===== src/rtl/vred_unit.sv =====
// Vector reduction unit: folds NUM_LANES 64-bit lane results and a scalar init
// into one SEW-wide element (sum, and, or, xor).

typedef enum logic [2:0] {
  VREDSUM = 3'd0,
  VREDAND = 3'd1,
  VREDOR  = 3'd2,
  VREDXOR = 3'd3
} instr_type_t;

typedef enum logic [1:0] {
  SEW_8  = 2'd0,
  SEW_16 = 2'd1,
  SEW_32 = 2'd2,
  SEW_64 = 2'd3
} sew_t;

// state | meaning
// IDLE  | waiting for a request, ready_o high
// LANE  | combining lane[idx] into acc, one lane per cycle
// FOLD  | halving acc width down to SEW, then folding in init
// DONE  | result held on data_vd_o until ready_i
module vred_unit #(
  parameter int NUM_LANES = 2
) (
  input  logic                      clk_i,
  input  logic                      rstn_i,
  input  logic                      valid_i,
  output logic                      ready_o,
  input  instr_type_t               instr_type_i,
  input  sew_t                      sew_i,
  input  logic [NUM_LANES*64-1:0]   data_lanes_i,
  input  logic [63:0]               data_init_i,
  input  logic                      kill_i,
  output logic                      valid_o,
  input  logic                      ready_i,
  output logic [63:0]               data_vd_o
);

  typedef enum logic [1:0] {
    S_IDLE = 2'd0,
    S_LANE = 2'd1,
    S_FOLD = 2'd2,
    S_DONE = 2'd3
  } state_t;

  localparam logic [3:0] LAST_IDX = 4'(NUM_LANES - 1);

  state_t                    state_q, state_d;
  instr_type_t               instr_q, instr_d;
  sew_t                      sew_q, sew_d;
  logic [NUM_LANES*64-1:0]   lanes_q, lanes_d;
  logic [63:0]               init_q, init_d;
  logic [63:0]               acc_q, acc_d;
  logic [3:0]                idx_q, idx_d;
  // Current fold width encoded like sew_t: 3 = 64 bits ... 0 = 8 bits
  logic [1:0]                w_q, w_d;

  logic [63:0] lane_sel;
  logic [63:0] sew_m;
  logic [63:0] half_m;
  logic [63:0] fold_hi;
  logic [63:0] fold_res;

  function automatic logic [63:0] mask_of(input logic [1:0] code);
    logic [63:0] m;
    case (code)
      2'd0:    m = 64'h0000_0000_0000_00FF;
      2'd1:    m = 64'h0000_0000_0000_FFFF;
      2'd2:    m = 64'h0000_0000_FFFF_FFFF;
      default: m = 64'hFFFF_FFFF_FFFF_FFFF;
    endcase
    return m;
  endfunction

  // Elementwise at SEW: adds never carry across element boundaries
  function automatic logic [63:0] op_f(input instr_type_t t, input sew_t s,
                                       input logic [63:0] a, input logic [63:0] b);
    logic [63:0] r;
    r = '0;
    case (t)
      VREDSUM: begin
        case (s)
          SEW_8:   for (int i = 0; i < 8; i++) r[8*i +: 8]   = a[8*i +: 8]   + b[8*i +: 8];
          SEW_16:  for (int i = 0; i < 4; i++) r[16*i +: 16] = a[16*i +: 16] + b[16*i +: 16];
          SEW_32:  for (int i = 0; i < 2; i++) r[32*i +: 32] = a[32*i +: 32] + b[32*i +: 32];
          default: r = a + b;
        endcase
      end
      VREDAND: r = a & b;
      VREDOR:  r = a | b;
      VREDXOR: r = a ^ b;
      default: r = '0;
    endcase
    return r;
  endfunction

  always_comb begin
    lane_sel = '0;
    for (int k = 0; k < NUM_LANES; k++) begin
      if (idx_q == 4'(k)) lane_sel = lanes_q[k*64 +: 64];
    end
  end

  always_comb begin
    sew_m  = mask_of(sew_q);
    half_m = mask_of(w_q - 2'd1);
    case (w_q)
      2'd3:    fold_hi = {32'b0, acc_q[63:32]};
      2'd2:    fold_hi = {48'b0, acc_q[31:16]};
      2'd1:    fold_hi = {56'b0, acc_q[15:8]};
      default: fold_hi = '0;
    endcase
    fold_res = op_f(instr_q, sew_q, acc_q & half_m, fold_hi);
  end

  always_comb begin
    state_d   = state_q;
    instr_d   = instr_q;
    sew_d     = sew_q;
    lanes_d   = lanes_q;
    init_d    = init_q;
    acc_d     = acc_q;
    idx_d     = idx_q;
    w_d       = w_q;
    ready_o   = 1'b0;
    valid_o   = 1'b0;
    data_vd_o = '0;

    case (state_q)
      S_IDLE: begin
        ready_o = 1'b1;
        if (valid_i && !kill_i) begin
          instr_d = instr_type_i;
          sew_d   = sew_i;
          lanes_d = data_lanes_i;
          init_d  = data_init_i;
          acc_d   = data_lanes_i[63:0];
          idx_d   = 4'd1;
          w_d     = 2'd3;
          state_d = (NUM_LANES == 1) ? S_FOLD : S_LANE;
        end
      end
      S_LANE: begin
        acc_d = op_f(instr_q, sew_q, acc_q, lane_sel);
        idx_d = idx_q + 4'd1;
        if (idx_q == LAST_IDX) state_d = S_FOLD;
      end
      S_FOLD: begin
        if (w_q > sew_q) begin
          acc_d = (acc_q & ~half_m) | (fold_res & half_m);
          w_d   = w_q - 2'd1;
        end else begin
          acc_d   = op_f(instr_q, sew_q, acc_q & sew_m, init_q & sew_m) & sew_m;
          state_d = S_DONE;
        end
      end
      default: begin
        valid_o   = 1'b1;
        data_vd_o = acc_q;
        if (ready_i) state_d = S_IDLE;
      end
    endcase

    if (kill_i) state_d = S_IDLE;
  end

  always_ff @(posedge clk_i or negedge rstn_i) begin
    if (!rstn_i) begin
      state_q <= S_IDLE;
      instr_q <= VREDSUM;
      sew_q   <= SEW_8;
      lanes_q <= '0;
      init_q  <= '0;
      acc_q   <= '0;
      idx_q   <= '0;
      w_q     <= 2'd3;
    end else begin
      state_q <= state_d;
      instr_q <= instr_d;
      sew_q   <= sew_d;
      lanes_q <= lanes_d;
      init_q  <= init_d;
      acc_q   <= acc_d;
      idx_q   <= idx_d;
      w_q     <= w_d;
    end
  end

endmodule


===== config.mk =====
export PLATFORM = sky130hd
export DESIGN_NAME = vred_unit
export DESIGN_NICKNAME = d
export VERILOG_FILES = /design/src/rtl/vred_unit.sv
export SDC_FILE = /design/constraint.sdc
export NUM_CORES = 2
export LEC_CHECK = 0
export BUFFER_PORTS_ARGS = -buffer_cell sky130_fd_sc_hd__buf_4
export CAP_MARGIN = 30
export CELL_PAD_IN_SITES_DETAIL_PLACEMENT = 0
export CELL_PAD_IN_SITES_GLOBAL_PLACEMENT = 1
export CORE_UTILIZATION = 42
export DETAILED_ROUTE_END_ITERATION = 12
export GPL_TIMING_DRIVEN = 1
export PLACE_DENSITY = 0.77
export SYNTH_ARGS = -nofsm -noshare
export SYNTH_HDL_FRONTEND = slang
export SYNTH_SLANG_ARGS = --single-unit

===== constraint.sdc =====
create_clock -name clk_i -period 4.7 [get_ports clk_i]
set_input_delay 0.94 -clock clk_i [delete_from_list [all_inputs] [get_ports clk_i]]
set_output_delay 0.94 -clock clk_i [all_outputs]
set_load 0.03 [all_outputs]

==> key figures <==
Logic synthesis
  • Mapped Area: 34,500 um^2
  • Seq/Total Area, Yosys: 19.5%
  • EDFF count, synth: 0
  • Ranking of synthesized cells by area: dfrtp_1 19%, ha_1 12%, mux2_2 6.6%, a21oi_1 6.0%, nand2_1 5.2%
  • Post-synth top area cell: dfrtp_1
  • Syn nets: 5,179
  • Syn Area/Cell: roughly 7.5 um^2
  • Top FF cell, synth: dfrtp_1
  • YS warnings: 0
  • Seq cells post-synth: 269
  • Post-Synthesis Cells: 4,622
  • FFs w/ async S/R, synth: 100%
  • Post-synth top area share: 19.4%
  • Synth cell types: 98

Worst setup path
  • Critical path arrival: 5100 ps
  • Startpoint types: flip-flop
  • Worst Path Class, Setup: reg -> reg
  • CP Data Required Time: 5180 ps
  • CP Max Fanout: 9
  • Crit end category: flip-flop

Route
  • Drt wl/cell: approximately 28 um
  • DR pass1 iterations: 7
  • Antenna Nets Post-Route: 0
  • Post-Route WL: 176,000 um
  • Routed vias/inst: 6.30
  • DR iter-0 viols: slightly below 5,000
  • Total number of vias: 39,269
  • Residual DRC count: 0

Cells and area
  • Area delta synth->final: 24.3%
  • Final #Nets: 5,703
  • Layout Utilization: a little over half
  • Share of layout cells above drive strength 1: 24.2%
  • Finished Cell Area: 42,900 um^2

Clocking
  • Clk root buf: clkbuf_16
  • Cts-stage hold buffer count: 0
  • Sink Count: about 270
  • Cts bufs inserted: 39
  • Bufs on Longest Clock Path: 3
  • TritonCTS clock tree: done
  • H-tree levels: 2
  • Clock transition at path regs: 60 ps
  • Clock latency on the worst-skew pair: 610 ps

Place
  • Post-Place Setup Slack: -71.0 ps
  • DP Area: 40,900 um^2
  • Dpl hpwl: approximately 140,000 um
  • Routability cong.: 1.06
  • # port buffers: 267

STA
  • Post-route minimum period: 4620 ps
  • Relative slew slack: 34.6%
  • F_max: 216 MHz
  • Final Hold Fails: 0
  • Setup violators final: 0
  • Clock Skew: 37.2 ps
  • Slack of the critical path: between 70 and 80 ps
  • RSZ-0062 raised after global routing: true
  • Worst slew pin tran: just under 1000 ps
  • Max-slew violations: 0
  • Crit share post-route: 98.4%

Floorplan
  • Die Y: 289 um
  • Die area: 83,300 um^2
  • Die width: around 290 um
  • Initial Util: 42.6%
  • I/O pin count: about 270
  • Core area: 80,900 um^2
  • Floorplan row count: between 100 and 150

Hold path
  • Hold Crit Class: in -> async

Global route
  • Number of global-route vias before repair: 36,310
  • GRT Resource Usage Total: 40.8%
  • Total congestion overflow: 0
  • Largest net degree at the start of global routing: 118
  • First-pass GRT wire length: 251,000 um
  • Initial antenna violation count: 10

Run status
  • Status: finished clean

Job
  • Max_cap viols: 0
kinds of logic after synthesis:
| group | after synthesis | synth area share [%] |
|---|---|---|
| compound gates | 1527 | 29.1 |
| simple gates | 1346 | 18.2 |
| buf+inv | 732 | 8.14 |
| fa+ha+maj | 357 | 13.4 |
| flops | 269 | 19.5 |
| mux | 256 | 8.31 |
| xor+xnor | 135 | 3.43 |
layer usage:
layer | GRT usage (%) | wire, um
met1 | 58.4 | 77000
met2 | 57.9 | 70500
met3 | 11.2 | 21000
met4 | 14.4 | 6970
met5 | 0.795 | 206
stage by stage:
stage | setup TNS [ps] | std cells | hold slack, ps
after detailed placement | -125 | 6147 | 493
after floorplan | 0 | 4622 | 479
after CTS | 0 | 6217 | 279
after global routing | -104 | 6235 | 314
after global placement | -53.3 | 6147 | 487
final | 0 | 6236 | 267
flip-flops by register name (all words and copies together), names as in the netlist:
signal and cells:
lanes_q 128, acc_q 64, init_q 64, idx_q 4, instr_q 3, sew_q 2
state_q 2, w_q 2
worst max-delay path, cell delays in order (launching register included):
cell and delay, ps:
dfrtp_1 390, inv_2 80, ha_4 140, nor3b_4 240, buf_6 220, clkbuf_16 190, a22o_1 240, inv_1 70
ha_2 400, nand2_1 110, nor2_1 160, nand3_1 180, nor3_1 380, a21oi_4 120, o21ai_0 190, buf_4 190
nor2_1 70, o21ai_0 560, xnor2_1 190, nand3_1 100, a32o_1 270
path summary, 6_finish.rpt:
path	startpoint	end	slack [ps]	depth (start not counted)
worst max register to register	idx_q[1]$_DFFE_PN0P_	acc_q[58]$_DFFE_PN0P_	80	20
worst min register to register	init_q[30]$_DFFE_PN0P_	init_q[30]$_DFFE_PN0P_	500	1
max in group asynchronous	rstn_i	lanes_q[34]$_DFFE_PN0P_	3300	2
worst max-delay path	idx_q[1]$_DFFE_PN0P_	acc_q[58]$_DFFE_PN0P_	80	20
min in group clk_i	init_q[30]$_DFFE_PN0P_	init_q[30]$_DFFE_PN0P_	500	1
worst min-delay path	rstn_i	init_q[16]$_DFFE_PN0P_	270	1
cell usage after synthesis (21+ instances only):
master	instances
clkbuf_1	275
inv_1	380
a21oi_1	411
a21o_1	84
or3_1	30
a31oi_1	53
mux2i_1	50
and3_1	21
nand2b_1	36
nor4_1	27
a221oi_1	41
ha_1	335
xnor2_1	88
nand2_1	480
xor2_1	47
a211oi_1	41
o21a_1	29
mux2_2	202
nand4_1	67
o21bai_1	35
and2_1	91
o21ai_0	345
o211ai_1	59
o221ai_1	35
dfrtp_1	267
buf_2	31
a22oi_1	87
nor2b_1	23
o22ai_1	28
nor3_1	95
a22o_1	71
nand3_1	93
nor2_1	331
buf_1	39
cell usage in the layout, fill, tap and decap left out, types with 93 or more instances in the layout:
cell / Yosys / routed
ha_1: 335 / 313
mux2_2: 202 / 202
inv_1: 380 / 376
dfrtp_1: 267 / 262
nor2_1: 331 / 324
nor3_1: 95 / 93
nand2_1: 480 / 477
a21oi_1: 411 / 399
buf_4: 3 / 811
o21ai_0: 345 / 332
repair_timing:
item | CTS | global route
buffers inserted | 0 | 16
pin swaps | 1 | 32
cloned | 0 | 2
endpoints found under the setup margin | 5 | 42
endpoints found under the hold margin | 0 | 0
resized for setup | 5 | 105
final cells by class:
| type | instances | area, um^2 |
|---|---|---|
| repair buffers | 834 | 6540 |
| flip-flops and latches | 269 | 6750 |
| fillers | 8031 | 38100 |
| clock buffers | 47 | 1040 |
| clock inverters | 23 | 268 |
| well taps | 1060 | 1330 |
| multi-input cells | 3621 | 25500 |
| diodes | 1 | 2.50 |
| inverters | 381 | 1440 |
Power is not shown: default switching activity piles up to over one toggle a cycle in this logic, so the estimate is an artifact.
